===== src/rtl/spi_eeprom_seq.sv =====
`timescale 1ns/1ps
// -----------------------------------------------------------------------------
// spi_eeprom_seq
//
// Wishbone master that drives a Wishbone SPI master core to carry out complete
// 25xx-series EEPROM single-byte transactions for a simple request/response
// client. It replaces hand-issued command words.
//
// Command words {cmd[2:0], byte[7:0]} are zero-extended to 32 bits and written
// to the core data register (0x10). The core baud register (0x20) is programmed
// once after reset. Received bytes are polled from 0x10, where bit 8 flags a
// valid byte in bits 7:0.
//
// Optional build macro: SPI_EEPROM_SEQ_VERIFY_EN
//   When defined, every successful write is followed by a read-back of the
//   same address. A mismatch or a receive timeout sets rsp_err_o, and
//   rsp_rdata_o returns the byte that was read back.
//
// Ports
//   clk_i, rst_ni        clock, asynchronous active-low reset
//   req_valid_i/ready_o  request handshake (one outstanding request)
//   req_we_i             1 = write byte, 0 = read byte
//   req_addr_i           EEPROM byte address
//   req_wdata_i          write data
//   rsp_valid_o          one-cycle completion pulse
//   rsp_rdata_o          read data (0 for writes unless verify is enabled)
//   rsp_err_o            timeout / verify-mismatch flag, valid with rsp_valid_o
//   wbm_*                Wishbone master towards the SPI core
// -----------------------------------------------------------------------------
module spi_eeprom_seq #(
    parameter logic [10:0] BAUD_WORD = 11'h019,
    parameter int unsigned POLL_GAP  = 400,
    parameter int unsigned RX_TRIES  = 64,
    parameter int unsigned WIP_TRIES = 255
) (
    input  logic        clk_i,
    input  logic        rst_ni,
    input  logic        req_valid_i,
    output logic        req_ready_o,
    input  logic        req_we_i,
    input  logic [7:0]  req_addr_i,
    input  logic [7:0]  req_wdata_i,
    output logic        rsp_valid_o,
    output logic [7:0]  rsp_rdata_o,
    output logic        rsp_err_o,
    output logic [31:0] wbm_addr_o,
    output logic [31:0] wbm_dout_o,
    input  logic [31:0] wbm_din_i,
    output logic        wbm_we_o,
    output logic        wbm_stb_o,
    output logic        wbm_cyc_o,
    input  logic        wbm_ack_i
);

    localparam logic [31:0] ADDR_DATA = 32'h0000_0010;
    localparam logic [31:0] ADDR_BAUD = 32'h0000_0020;

    // Terminal counts; a zero parameter degenerates to a single cycle / try.
    localparam logic [15:0] GAP_LAST = (POLL_GAP  > 0) ? 16'(POLL_GAP  - 1) : 16'd0;
    localparam logic [15:0] RX_LAST  = (RX_TRIES  > 0) ? 16'(RX_TRIES  - 1) : 16'd0;
    localparam logic [15:0] WIP_LAST = (WIP_TRIES > 0) ? 16'(WIP_TRIES - 1) : 16'd0;

    typedef enum logic [4:0] {
        CFG, IDLE,
        WREN, W_INS, W_ADR, W_DAT,
        P_INS, P_RX, P_RD, P_GAP,
        R_INS, R_ADR, R_RX, R_RD, R_GAP,
`ifdef SPI_EEPROM_SEQ_VERIFY_EN
        VFY_INS, VFY_ADR, VFY_RX, VFY_RD, VFY_GAP,
`endif
        DONE
    } state_t;

    state_t      state_q;
    logic        req_ready_q;
    logic        rsp_valid_q;
    logic [7:0]  rsp_rdata_q;
    logic        rsp_err_q;
    logic [31:0] wbm_addr_q;
    logic [31:0] wbm_dout_q;
    logic        wbm_we_q;
    logic        wbm_stb_q;
    logic        wbm_cyc_q;
    logic [7:0]  addr_q;
    logic [7:0]  wdata_q;
    logic [15:0] gap_cnt_q;
    logic [15:0] rx_cnt_q;
    logic [15:0] wip_cnt_q;
    logic        poll_restart_q;   // P_GAP returns to P_INS (WIP busy) instead of P_RD

    // Bus word required by the current state.
    logic        bus_en_d;
    logic        bus_we_d;
    logic [31:0] bus_addr_d;
    logic [10:0] bus_cmd_d;

    logic unused_din;
    assign unused_din = ^wbm_din_i[31:9];

    always_comb begin
        bus_en_d   = 1'b1;
        bus_we_d   = 1'b1;
        bus_addr_d = ADDR_DATA;
        bus_cmd_d  = 11'h000;
        case (state_q)
            CFG: begin
                bus_addr_d = ADDR_BAUD;
                bus_cmd_d  = BAUD_WORD;
            end
            WREN:  bus_cmd_d = 11'h306;
            W_INS: bus_cmd_d = 11'h102;
            W_ADR, R_ADR
`ifdef SPI_EEPROM_SEQ_VERIFY_EN
            , VFY_ADR
`endif
            : bus_cmd_d = {3'b000, addr_q};
            W_DAT: bus_cmd_d = {3'b010, wdata_q};
            P_INS: bus_cmd_d = 11'h105;
            P_RX, R_RX
`ifdef SPI_EEPROM_SEQ_VERIFY_EN
            , VFY_RX
`endif
            : bus_cmd_d = 11'h600;
            R_INS
`ifdef SPI_EEPROM_SEQ_VERIFY_EN
            , VFY_INS
`endif
            : bus_cmd_d = 11'h103;
            P_RD, R_RD
`ifdef SPI_EEPROM_SEQ_VERIFY_EN
            , VFY_RD
`endif
            : bus_we_d = 1'b0;
            default: begin
                bus_en_d   = 1'b0;
                bus_we_d   = 1'b0;
                bus_addr_d = 32'd0;
            end
        endcase
    end

    always_ff @(posedge clk_i or negedge rst_ni) begin
        if (!rst_ni) begin
            state_q        <= CFG;
            req_ready_q    <= 1'b0;
            rsp_valid_q    <= 1'b0;
            rsp_rdata_q    <= 8'd0;
            rsp_err_q      <= 1'b0;
            wbm_addr_q     <= 32'd0;
            wbm_dout_q     <= 32'd0;
            wbm_we_q       <= 1'b0;
            wbm_stb_q      <= 1'b0;
            wbm_cyc_q      <= 1'b0;
            addr_q         <= 8'd0;
            wdata_q        <= 8'd0;
            gap_cnt_q      <= 16'd0;
            rx_cnt_q       <= 16'd0;
            wip_cnt_q      <= 16'd0;
            poll_restart_q <= 1'b0;
        end else begin
            rsp_valid_q <= 1'b0;
            if (bus_en_d) begin
                if (!wbm_cyc_q) begin
                    // Launch. Entering a bus state always follows a cycle with
                    // cyc low, which gives the mandatory idle cycle.
                    wbm_cyc_q  <= 1'b1;
                    wbm_stb_q  <= 1'b1;
                    wbm_we_q   <= bus_we_d;
                    wbm_addr_q <= bus_addr_d;
                    wbm_dout_q <= bus_we_d ? {21'd0, bus_cmd_d} : 32'd0;
                end else if (wbm_ack_i) begin
                    wbm_cyc_q  <= 1'b0;
                    wbm_stb_q  <= 1'b0;
                    wbm_we_q   <= 1'b0;
                    wbm_addr_q <= 32'd0;
                    wbm_dout_q <= 32'd0;
                    case (state_q)
                        CFG: begin
                            state_q     <= IDLE;
                            req_ready_q <= 1'b1;
                        end
                        WREN:  state_q <= W_INS;
                        W_INS: state_q <= W_ADR;
                        W_ADR: state_q <= W_DAT;
                        W_DAT: begin
                            state_q   <= P_INS;
                            wip_cnt_q <= 16'd0;
                        end
                        P_INS: state_q <= P_RX;
                        P_RX: begin
                            state_q  <= P_RD;
                            rx_cnt_q <= 16'd0;
                        end
                        P_RD: begin
                            if (!wbm_din_i[8]) begin
                                if (rx_cnt_q == RX_LAST) begin
                                    state_q     <= DONE;
                                    rsp_valid_q <= 1'b1;
                                    rsp_err_q   <= 1'b1;
                                    rsp_rdata_q <= 8'd0;
                                end else begin
                                    rx_cnt_q       <= rx_cnt_q + 16'd1;
                                    gap_cnt_q      <= 16'd0;
                                    poll_restart_q <= 1'b0;
                                    state_q        <= P_GAP;
                                end
                            end else if (wbm_din_i[0]) begin
                                // Write still in progress.
                                if (wip_cnt_q == WIP_LAST) begin
                                    state_q     <= DONE;
                                    rsp_valid_q <= 1'b1;
                                    rsp_err_q   <= 1'b1;
                                    rsp_rdata_q <= 8'd0;
                                end else begin
                                    wip_cnt_q      <= wip_cnt_q + 16'd1;
                                    gap_cnt_q      <= 16'd0;
                                    poll_restart_q <= 1'b1;
                                    state_q        <= P_GAP;
                                end
                            end else begin
`ifdef SPI_EEPROM_SEQ_VERIFY_EN
                                state_q <= VFY_INS;
`else
                                state_q     <= DONE;
                                rsp_valid_q <= 1'b1;
                                rsp_err_q   <= 1'b0;
                                rsp_rdata_q <= 8'd0;
`endif
                            end
                        end
                        R_INS: state_q <= R_ADR;
                        R_ADR: state_q <= R_RX;
                        R_RX: begin
                            state_q  <= R_RD;
                            rx_cnt_q <= 16'd0;
                        end
                        R_RD: begin
                            if (wbm_din_i[8]) begin
                                state_q     <= DONE;
                                rsp_valid_q <= 1'b1;
                                rsp_err_q   <= 1'b0;
                                rsp_rdata_q <= wbm_din_i[7:0];
                            end else if (rx_cnt_q == RX_LAST) begin
                                state_q     <= DONE;
                                rsp_valid_q <= 1'b1;
                                rsp_err_q   <= 1'b1;
                                rsp_rdata_q <= 8'd0;
                            end else begin
                                rx_cnt_q  <= rx_cnt_q + 16'd1;
                                gap_cnt_q <= 16'd0;
                                state_q   <= R_GAP;
                            end
                        end
`ifdef SPI_EEPROM_SEQ_VERIFY_EN
                        VFY_INS: state_q <= VFY_ADR;
                        VFY_ADR: state_q <= VFY_RX;
                        VFY_RX: begin
                            state_q  <= VFY_RD;
                            rx_cnt_q <= 16'd0;
                        end
                        VFY_RD: begin
                            if (wbm_din_i[8]) begin
                                state_q     <= DONE;
                                rsp_valid_q <= 1'b1;
                                rsp_err_q   <= (wbm_din_i[7:0] != wdata_q);
                                rsp_rdata_q <= wbm_din_i[7:0];
                            end else if (rx_cnt_q == RX_LAST) begin
                                state_q     <= DONE;
                                rsp_valid_q <= 1'b1;
                                rsp_err_q   <= 1'b1;
                                rsp_rdata_q <= 8'd0;
                            end else begin
                                rx_cnt_q  <= rx_cnt_q + 16'd1;
                                gap_cnt_q <= 16'd0;
                                state_q   <= VFY_GAP;
                            end
                        end
`endif
                        default: state_q <= state_q;
                    endcase
                end
            end else begin
                case (state_q)
                    IDLE: begin
                        if (req_valid_i && req_ready_q) begin
                            req_ready_q <= 1'b0;
                            addr_q      <= req_addr_i;
                            wdata_q     <= req_wdata_i;
                            state_q     <= req_we_i ? WREN : R_INS;
                        end
                    end
                    P_GAP: begin
                        if (gap_cnt_q == GAP_LAST) begin
                            gap_cnt_q <= 16'd0;
                            state_q   <= poll_restart_q ? P_INS : P_RD;
                        end else begin
                            gap_cnt_q <= gap_cnt_q + 16'd1;
                        end
                    end
                    R_GAP: begin
                        if (gap_cnt_q == GAP_LAST) begin
                            gap_cnt_q <= 16'd0;
                            state_q   <= R_RD;
                        end else begin
                            gap_cnt_q <= gap_cnt_q + 16'd1;
                        end
                    end
`ifdef SPI_EEPROM_SEQ_VERIFY_EN
                    VFY_GAP: begin
                        if (gap_cnt_q == GAP_LAST) begin
                            gap_cnt_q <= 16'd0;
                            state_q   <= VFY_RD;
                        end else begin
                            gap_cnt_q <= gap_cnt_q + 16'd1;
                        end
                    end
`endif
                    DONE: begin
                        state_q     <= IDLE;
                        req_ready_q <= 1'b1;
                    end
                    default: state_q <= state_q;
                endcase
            end
        end
    end

    assign req_ready_o = req_ready_q;
    assign rsp_valid_o = rsp_valid_q;
    assign rsp_rdata_o = rsp_rdata_q;
    assign rsp_err_o   = rsp_err_q;
    assign wbm_addr_o  = wbm_addr_q;
    assign wbm_dout_o  = wbm_dout_q;
    assign wbm_we_o    = wbm_we_q;
    assign wbm_stb_o   = wbm_stb_q;
    assign wbm_cyc_o   = wbm_cyc_q;

endmodule

===== config.mk =====
export PLATFORM = sky130hd
export DESIGN_NAME = spi_eeprom_seq
export DESIGN_NICKNAME = d
export VERILOG_FILES = /design/src/rtl/spi_eeprom_seq.sv
export SDC_FILE = /design/constraint.sdc
export NUM_CORES = 1
export LEC_CHECK = 0
export ABC_AREA = 0
export ABC_CLOCK_PERIOD_IN_PS = 3000
export BUFFER_PORTS_ARGS = -buffer_cell sky130_fd_sc_hd__buf_2
export CORE_MARGIN = 5
export CORE_UTILIZATION = 40
export DETAILED_ROUTE_END_ITERATION = 10
export MAX_ROUTING_LAYER = met4
export SETUP_SLACK_MARGIN = 0.2
export SYNTH_ARGS = -nofsm -noshare
export SYNTH_HDL_FRONTEND = slang
export SYNTH_SLANG_ARGS = --single-unit

===== constraint.sdc =====
create_clock -name clk_i -period 3 [get_ports clk_i]
set_input_delay 0.45 -clock clk_i [delete_from_list [all_inputs] [get_ports clk_i]]
set_output_delay 0.45 -clock clk_i [all_outputs]
set_load 0.05 [all_outputs]

Word-level counts from Yosys, hierarchy flattened. Cells that the tools add are included.

Flip-flop bits (word level): 148. Input bits: 53. Output and inout port bits: 78. Logic and storage cells: 161.

$add $sub $neg: 3. Equal/unequal tests: 39. Mux-type cells: 78. Bitwise gates (word level): 1. Reductions and logical operators: 24.

Operator list (number): two-way mux 16 bit (15); two-way mux 32 bit (3); one-hot mux 16 bit (2 select lines) (3); one-hot mux 11 bit (8 select lines) (1); one-hot mux 5 bit (12 select lines) (1); adder 16 x 1 -> 16 bit, second input constant (3); equality test 5 x 4 -> 1 bit, second input constant (8); two-way mux 5 bit (8); two-way mux 8 bit (5); two-way mux 1 bit (31); AND reduction 7 bit (4); != test 2 bit, second input constant (11); equality test 5 x 3 -> 1 bit, second input constant (4); one-hot mux 5 bit (4 select lines) (1); equality test 16 x 6 -> 1 bit, second input constant (1); equality test 16 x 8 -> 1 bit, second input constant (1); equality test 16 x 9 -> 1 bit, second input constant (1); one-hot mux 8 bit (2 select lines) (1); != test 13 x 1 -> 1 bit, second input constant (1); != test 3 bit, second input constant (4); != test 4 bit, second input constant (3); one-hot mux 6 bit (2 select lines) (1); OR reduction 12 bit (1); two-way mux 11 bit (1); other kinds (20) (32).

Longest topological paths before layout. Gate-level depths: netlist of the first run.

Depth after elaboration: 8. Gate-level depth with buffers: 9. Mapped depth without buffers: 7.

Worst setup path after synthesis of the first run. No wires, ideal clock.

Path kind: register to register. From: reg wbm_cyc_q (netlist: wbm_cyc_o). To: reg gap_cnt_q[13]. Library setup time: 126 ps. Arrival: 2114 ps. Data required time: 2874 ps. Slack: 760 ps. Stages on the path, launching flop included: 6. Buffers on the path: 1. Period minus slack after synthesis: 2240 ps. Path through: dfrtp_1 -> buf_2 -> o22ai_1 -> a211o_1 -> or4_4 -> a221o_1.

Cells in the longest elaborated chain, start to end: 2.

Ends and longest elaborated chain: start, declared (line 83) `logic wbm_cyc_q;`; start signal, assigned (line 153) `wbm_cyc_q <= 1'b0;`; start signal, assigned (line 166) `wbm_cyc_q <= 1'b1;`; start signal, assigned (line 172) `wbm_cyc_q <= 1'b0;`; != test 2 bit (no source line); AND reduction 7 bit (no source line); end signal, assigned (line 297) `gap_cnt_q <= gap_cnt_q + 16'd1;`; end signal, assigned (line 305) `gap_cnt_q <= gap_cnt_q + 16'd1;`; end, declared (line 86) `logic [15:0] gap_cnt_q;`.

Every way passes these cells. A chain may end at the register's enable or synchronous reset.

Final worst setup path of the first run.
From: reg state_q[0]. To: reg rsp_err_q (netlist: rsp_err_o).

Cells in the longest elaborated chain, start to end: 4. Elaborated cells between the ends (all ways): 18. Classes of those cells: eq/ne (12); mux (2); reduce/logical (4).

Ends and longest elaborated chain: start, declared (line 74) `state_t state_q;`; start signal, assigned (line 279) `default: state_q <= state_q;`; start signal, assigned (line 289) `state_q <= req_we_i ? WREN : R_INS;`; start signal, assigned (line 295) `state_q <= poll_restart_q ? P_INS : P_RD;`; equality test 5 x 4 -> 1 bit, or another cell as far along (line 105, 177); OR reduction 12 bit (no source line); two-way mux 1 bit (line 105) `case (state_q)`; AND reduction 5 bit (no source line); end signal, assigned (line 148) `rsp_err_q <= 1'b0;`; end signal, assigned (line 199) `rsp_err_q <= 1'b1;`; end signal, assigned (line 212) `rsp_err_q <= 1'b1;`; end, declared (line 78) `logic rsp_err_q;`.

Several ways; a longest one is shown, not always the timed one.

==> metrics, run 1 <==
status finished, final reports clean; CORE AREA between 10,000 and 15,000 sq um; TritonCTS clock tree built; via count ~4,800; HP Class input pin to asynchronous set/reset pin; worst path bufs/invs 1; Post-synth EDFFs 0; dpl hpwl 9850 microns; Slew HR a little over two fifths; Yosys top cell area share 42.0%; RSZ-0062 raised after global routing no; crit-path max FO 17; Synth Area per Inst 9.41 sq um; Detail Route Antenna Nets 0; FF+latch count, synth between 90 and 100; Die Span X about 130 microns; post-synthesis async set-or-reset flop share 100%; die area about 17,000 sq um; Comb power frac 46.8%; Final WS setup roughly 0.45 ns; WHS roughly 0.12 ns; Synth cell types 76; static leakage around 2.8 nW; Max Freq about 0.39 GHz; cell taking the most area after synthesis dfrtp_1; ys flop type dfrtp_1; DP Area 5970 sq um; final hold violations 0; Clock transition at path regs about 0.060 ns; vias in the first global route 4,577; initial antenna violation count 0; total track usage roughly 17%; Remaining DRCs 0; sequential element share of the synthesized area about 42%; Final Setup Violations 0; num ports roughly 130; Max-Cap Viols 0; Net Sw Frac roughly 46%; Starting Density between 40 and 50%; first-pass GRT wire length roughly 23,000 microns; Critical Path Start Type flop; Max Buffers Root-to-Sink 2; Die Span Y around 130 microns; Worst EP required 3.20 ns; clock sinks between 90 and 100; setup TNS 0 ns; crit-path cells buf_4 > nor2_1 > nand3_1 > a31oi_1 > o211ai_1 > a22oi_1; share of cells above drive strength 1 a little under a fifth; clk_skew about 0.0046 ns; final net count between 700 and 800; most frequent cell after synthesis dfrtp_1; Fill cells between 1,000 and 1,500; postcts setup bufs 0; Synth area leaders dfrtp_1 (42%), buf_4 (6.7%), mux2_2 (3.9%); Rows 43; Worst Path Arrival 2.75 ns; Clock power frac a little under a fifth; area of the multi-input gates slightly below 3000 sq um; register share of total power about a third; pre-CTS setup slack roughly 0.48 ns; Gates resized, CTS repair 0; Slew Viols, Final 0; crit end category flop; Int Pwr 3.12 mW; post-DR wirelength/cell approximately 17 microns; storage element area about 2400 sq um; synthesis-to-layout area growth 9.28%; Crit path largest cell delay 0.72 ns; Root Buffer clkbuf_16; Overflow after GRT 0; minimum clock period after layout roughly 2.6 ns; I/O Buffers between 50 and 60; CTS Hold Bufs 0; vias per inst around 5.7; Largest delay share family, worst path compound AO/OA/AOI/OAI gates; TritonCTS Buffers 9; Ys Warns 0; drt total wl between 10,000 and 15,000 microns; Power per Cell Area about 930 nW/um^2; Iter 0 DRT Violations roughly 400; Routability Congestion about 0.91; Peak supply drop 0.000638 V; switching power roughly 2.7 mW; H-tree levels 3; final worst-path cycle share 85.1%; cell count after synthesis about 600; Crit-path slowest cell dfrtp_1; critical path class flop to flop; top cells by count, synth dfrtp_1 (96), buf_4 (51), nand2_1 (47), nor2_1 (44), o21ai_0 (33); final instance area approximately 6200 sq um; Skew-Pair Late Insertion Delay around 0.35 ns; DR pass1 iterations 5; Least-Margin Pin Slew 0.852 ns; Syn Std Cell Area around 5700 sq um; pin count of the biggest net entering global routing 51
-- stage by stage --
| step | power [mW] | std cells | util [%] |
|---|---|---|---|
| after floorplan | 4.15 | 657 | - |
| after global placement | 4.68 | 826 | 42.8 |
| after detailed placement | 4.74 | 826 | 42.8 |
| after CTS | 5.85 | 842 | 44.8 |
| after global routing | 6.19 | 842 | 44.8 |
| final | 5.81 | 843 | 44.8 |
-- per-layer routing --
layer / wire length (microns) / global-route usage [%]
met5: 0 / -
met4: 252 / 6.42
met3: 921 / 3.46
met2: 6290 / 25.6
met1: 6450 / 23.9
-- area by class of cell --
cell class / instances / area share, %
antenna: 1 / 0.0401
multi-input combinational: 465 / 46.1
timing repair buffer: 71 / 6.53
tap: 180 / 3.61
clock inverter: 6 / 0.561
inverter: 14 / 0.842
sequential: 96 / 38.5
clock buffer: 10 / 3.83
-- power groups by stage --
stage	Sequential (mW)	Clock [mW]	Combinational, mW
CTS	2.01	1.11	2.73
detailed placement	2.03	0	2.72
global placement	2.02	0	2.67
finish	2.02	1.07	2.72
global route	2.07	1.16	2.95
floorplan	2.31	0	1.84
-- sequential cells by signal, summed over array words and instances, names as in the netlist, 2 cells and up --
register and flops:
addr_q 8, wip_cnt_q 16, rsp_rdata_o 8, gap_cnt_q 16, state_q 4, wdata_q 8
wbm_dout_o 11, rx_cnt_q 16, wbm_addr_o 2
-- placed cells by master (no fill, tap or decap), types with 11 or more instances in the layout --
cell,n
nand4_1,13
mux2_2,20
nand2_1,47
o21ai_0,33
buf_4,15
o211ai_1,11
conb_1,51
inv_1,13
a21oi_1,32
nand3_1,27
a31oi_1,16
nor2_1,44
a22o_1,12
and3_1,15
dfrtp_1,96
buf_2,55
nor3_1,18
-- cells by family (layout without fill, tap and decap cells) --
group | Yosys count | count (layout) | share of synthesized area [%]
AOI/OAI and AO/OA | 159 | 159 | 19.9
xor gates and xnor gates | 10 | 10 | 1.53
adders and majority gates | 4 | 4 | 0.876
buffers and inverters | 96 | 101 | 10.8
DFF | 96 | 96 | 42.0
muxes | 23 | 23 | 4.47
other | 1 | 52 | 0.0656
and+or+nand+nor | 218 | 218 | 20.3
-- final timing paths --
kind,startpoint,to,slack (ns),depth (start not counted)
worst max-delay path,state_q[0],rsp_err_o,0.45,6
worst min-delay path,rst_ni,wdata_q[7],0.12,1
worst max register to register,state_q[0],rsp_err_o,0.45,6
worst min register to register,wbm_we_o,wbm_we_o,0.49,2
max in group asynchronous,rst_ni,gap_cnt_q[10],2.18,2
min in group clk_i,wbm_din_i[7],rsp_rdata_o[7],0.33,2
No activity file was read; power rests on OpenSTA's default activity.
==> inputs of run 2 (changes only) <==
--- a/config.mk
+++ b/config.mk
@@ -10,3 +10,3 @@
 export BUFFER_PORTS_ARGS = -buffer_cell sky130_fd_sc_hd__buf_2
-export CORE_MARGIN = 5
+export CORE_MARGIN = 2
 export CORE_UTILIZATION = 40
==> constraint.sdc (replaced) <==
create_clock -name clk_i -period 3 [get_ports clk_i]
set_input_delay 0.15 -clock clk_i [delete_from_list [all_inputs] [get_ports clk_i]]
set_output_delay 0.15 -clock clk_i [all_outputs]
set_load 0.05 [all_outputs]
==> run 2 against run 1 <==
Flip-flop and latch count stayed put; register-to-register slack better by 0.07 ns; global-route usage is 2.1 points higher; combinational power is 1% higher; total power is 2.2% higher; clock power is 11% higher; critical path type unchanged.
==> metrics, run 2 (synthesized netlist as in run 1, its figures left out) <==
die area 15,300 sq um (-9.1%); Worst EP required 3.25 ns (+0.05 ns); setup TNS 0 ns (unchanged); pin count of the biggest net entering global routing 41 (-20%); RSZ-0062 raised after global routing no; Final WS setup 0.514 ns (+0.0683 ns); DP Area 5970 sq um (about the same); clock sinks 96 (unchanged); Finished Layout Cells 845 (+0.24%); synthesis-to-layout area growth 10.0%; Clock transition at path regs 0.07 ns (about the same); status finished, final reports clean; final instance area 6290 sq um (+0.68%); initial antenna violation count 0 (unchanged); critical path class flop to flop; Iter 0 DRT Violations 344 (-13%); Critical Path Start Type flop; post-DR wirelength/cell 16.1 microns (-2.5%); Crit path largest cell delay 0.77 ns (+0.05 ns); crit-path max FO 21 (+4); Rows 43 (unchanged); HP Class input pin to flop; Slew HR 39.0% (-4.0 points); Die Span X 124 microns (-4.6%); final worst-path cycle share 82.9% (-2.3 points); Remaining DRCs 0 (unchanged); Max Freq 0.402 GHz (+2.7%); ant diodes 0 (-1); first-pass GRT wire length 22,800 microns (-0.81%); WHS 0.0166 ns (-0.106 ns); crit end category flop; Peak supply drop 0.000663 V (+3.9%); pre-CTS setup slack 0.548 ns (+0.0671 ns); static leakage 2.83 nW (+0.77%); Skew-Pair Late Insertion Delay 0.36 ns (about the same); TritonCTS Buffers 9 (unchanged); total track usage 19.5% (+2.1 points); Max Buffers Root-to-Sink 2 (unchanged); Util after Layout 45.1% (+0.31 points); Fill cells 1,349 (-1.8%); Root Buffer clkbuf_16; Largest delay share family, worst path simple AND/OR/NAND/NOR gates; Least-Margin Pin Slew 0.911 ns (+0.0595 ns); CORE AREA 13,900 sq um (unchanged); Max-Cap Viols 0 (unchanged); H-tree levels 3 (unchanged); I/O Buffers 56 (unchanged); num ports 131 (unchanged); DR pass1 iterations 5 (unchanged); Starting Density 41.0% (unchanged); vias in the first global route 4,493 (-1.8%); dpl cells 828 (+0.24%); most common cell after layout, fill and taps aside dfrtp_1; total power 5.94 mW (+2.2%); final net count 717 (+0.42%); commonest cells after routing, fill and taps aside dfrtp_1 (96), buf_2 (55), conb_1 (51); Worst Path Arrival 2.73 ns (-0.02 ns); Crit-path slowest cell dfrtp_1; Routability Congestion 0.867 (-4.6%); Slew Viols, Final 0 (unchanged); dpl hpwl 9550 microns (-3.0%); vias per inst 5.67 (+0.20%); drt total wl 13,600 microns (-2.2%); Final Setup Violations 0 (unchanged); share of cells above drive strength 1 18.3% (+0.068 points); worst path bufs/invs 0 (-1); clk_skew 0.00832 ns (+0.00367 ns); Gates resized, CTS repair 0 (unchanged); Regs by FF count gap_cnt_q (16), rx_cnt_q (16), wip_cnt_q (16); Die Span Y 124 microns (-4.6%); via count 4,794 (+0.44%); Detail Route Antenna Nets 0 (unchanged); TritonCTS clock tree built; crit-path cells or3b_1 > a21oi_1 > a211o_1 > or4_4 > a221o_1; Power per Cell Area 945 nW/um^2 (+1.5%); Overflow after GRT 0 (unchanged); final hold violations 0 (unchanged); minimum clock period after layout 2.49 ns (-0.0683 ns)
run 2: cell count changes in the layout (fill, tap and decap cells not counted), sizes merged:
cell | before | now
dlygate4sd3 | 0 | 1
clkinvlp | 2 | 1
clkbuf | 10 | 11
inv | 13 | 14
diode | 1 | 0
bufinv | 0 | 1
buf | 71 | 73
clkinv | 5 | 3
run 2: path summary, 6_finish.rpt:
kind | slack (ns) | end | start | cells after the start
worst max-delay path | 0.51 | gap_cnt_q[13] | state_q[1] | 5
min in group asynchronous | 0.31 | wdata_q[7] | rst_ni | 2
max in group asynchronous | 1.85 | rx_cnt_q[13] | rst_ni | 3
worst max register to register | 0.51 | gap_cnt_q[13] | state_q[1] | 5
worst min register to register | 0.48 | wbm_we_o | wbm_we_o | 2
worst min-delay path | 0.02 | rsp_rdata_o[1] | wbm_din_i[1] | 2
run 2: repair_timing:
action	CTS	global route
hold buffers	1	0
buffers inserted	0	0
endpoints found under the hold margin	38	0
run 2: per-layer routing:
layer  up-vias  global-route usage [%]  part of all wire (%)
li1       2266                       -                     -
met4         0                    6.25                   1.4
met2       168                    28.5                    45
met1      2346                    27.1                    47
met5         -                       -                     0
met3        14                    4.15                   5.9
run 2: final cells by class:
| class | count | area, sq um | area share, % |
|---|---|---|---|
| timing repair buffer | 74 | 420 | 6.69 |
| inverter | 14 | 52.6 | 0.836 |
| multi-input combinational | 465 | 2880 | 45.8 |
| clock inverter | 5 | 63.8 | 1.01 |
| clock buffer | 11 | 243 | 3.86 |
| tap | 180 | 225 | 3.58 |
| sequential | 96 | 2400 | 38.2 |
run 2: power breakdown:
part	total [mW]	leakage (nW)	internal, mW	switching [mW]
clock network	1.19	0.146	0.675	0.520
logic	2.76	1.41	0.920	1.84
registers	1.99	1.27	1.63	0.352
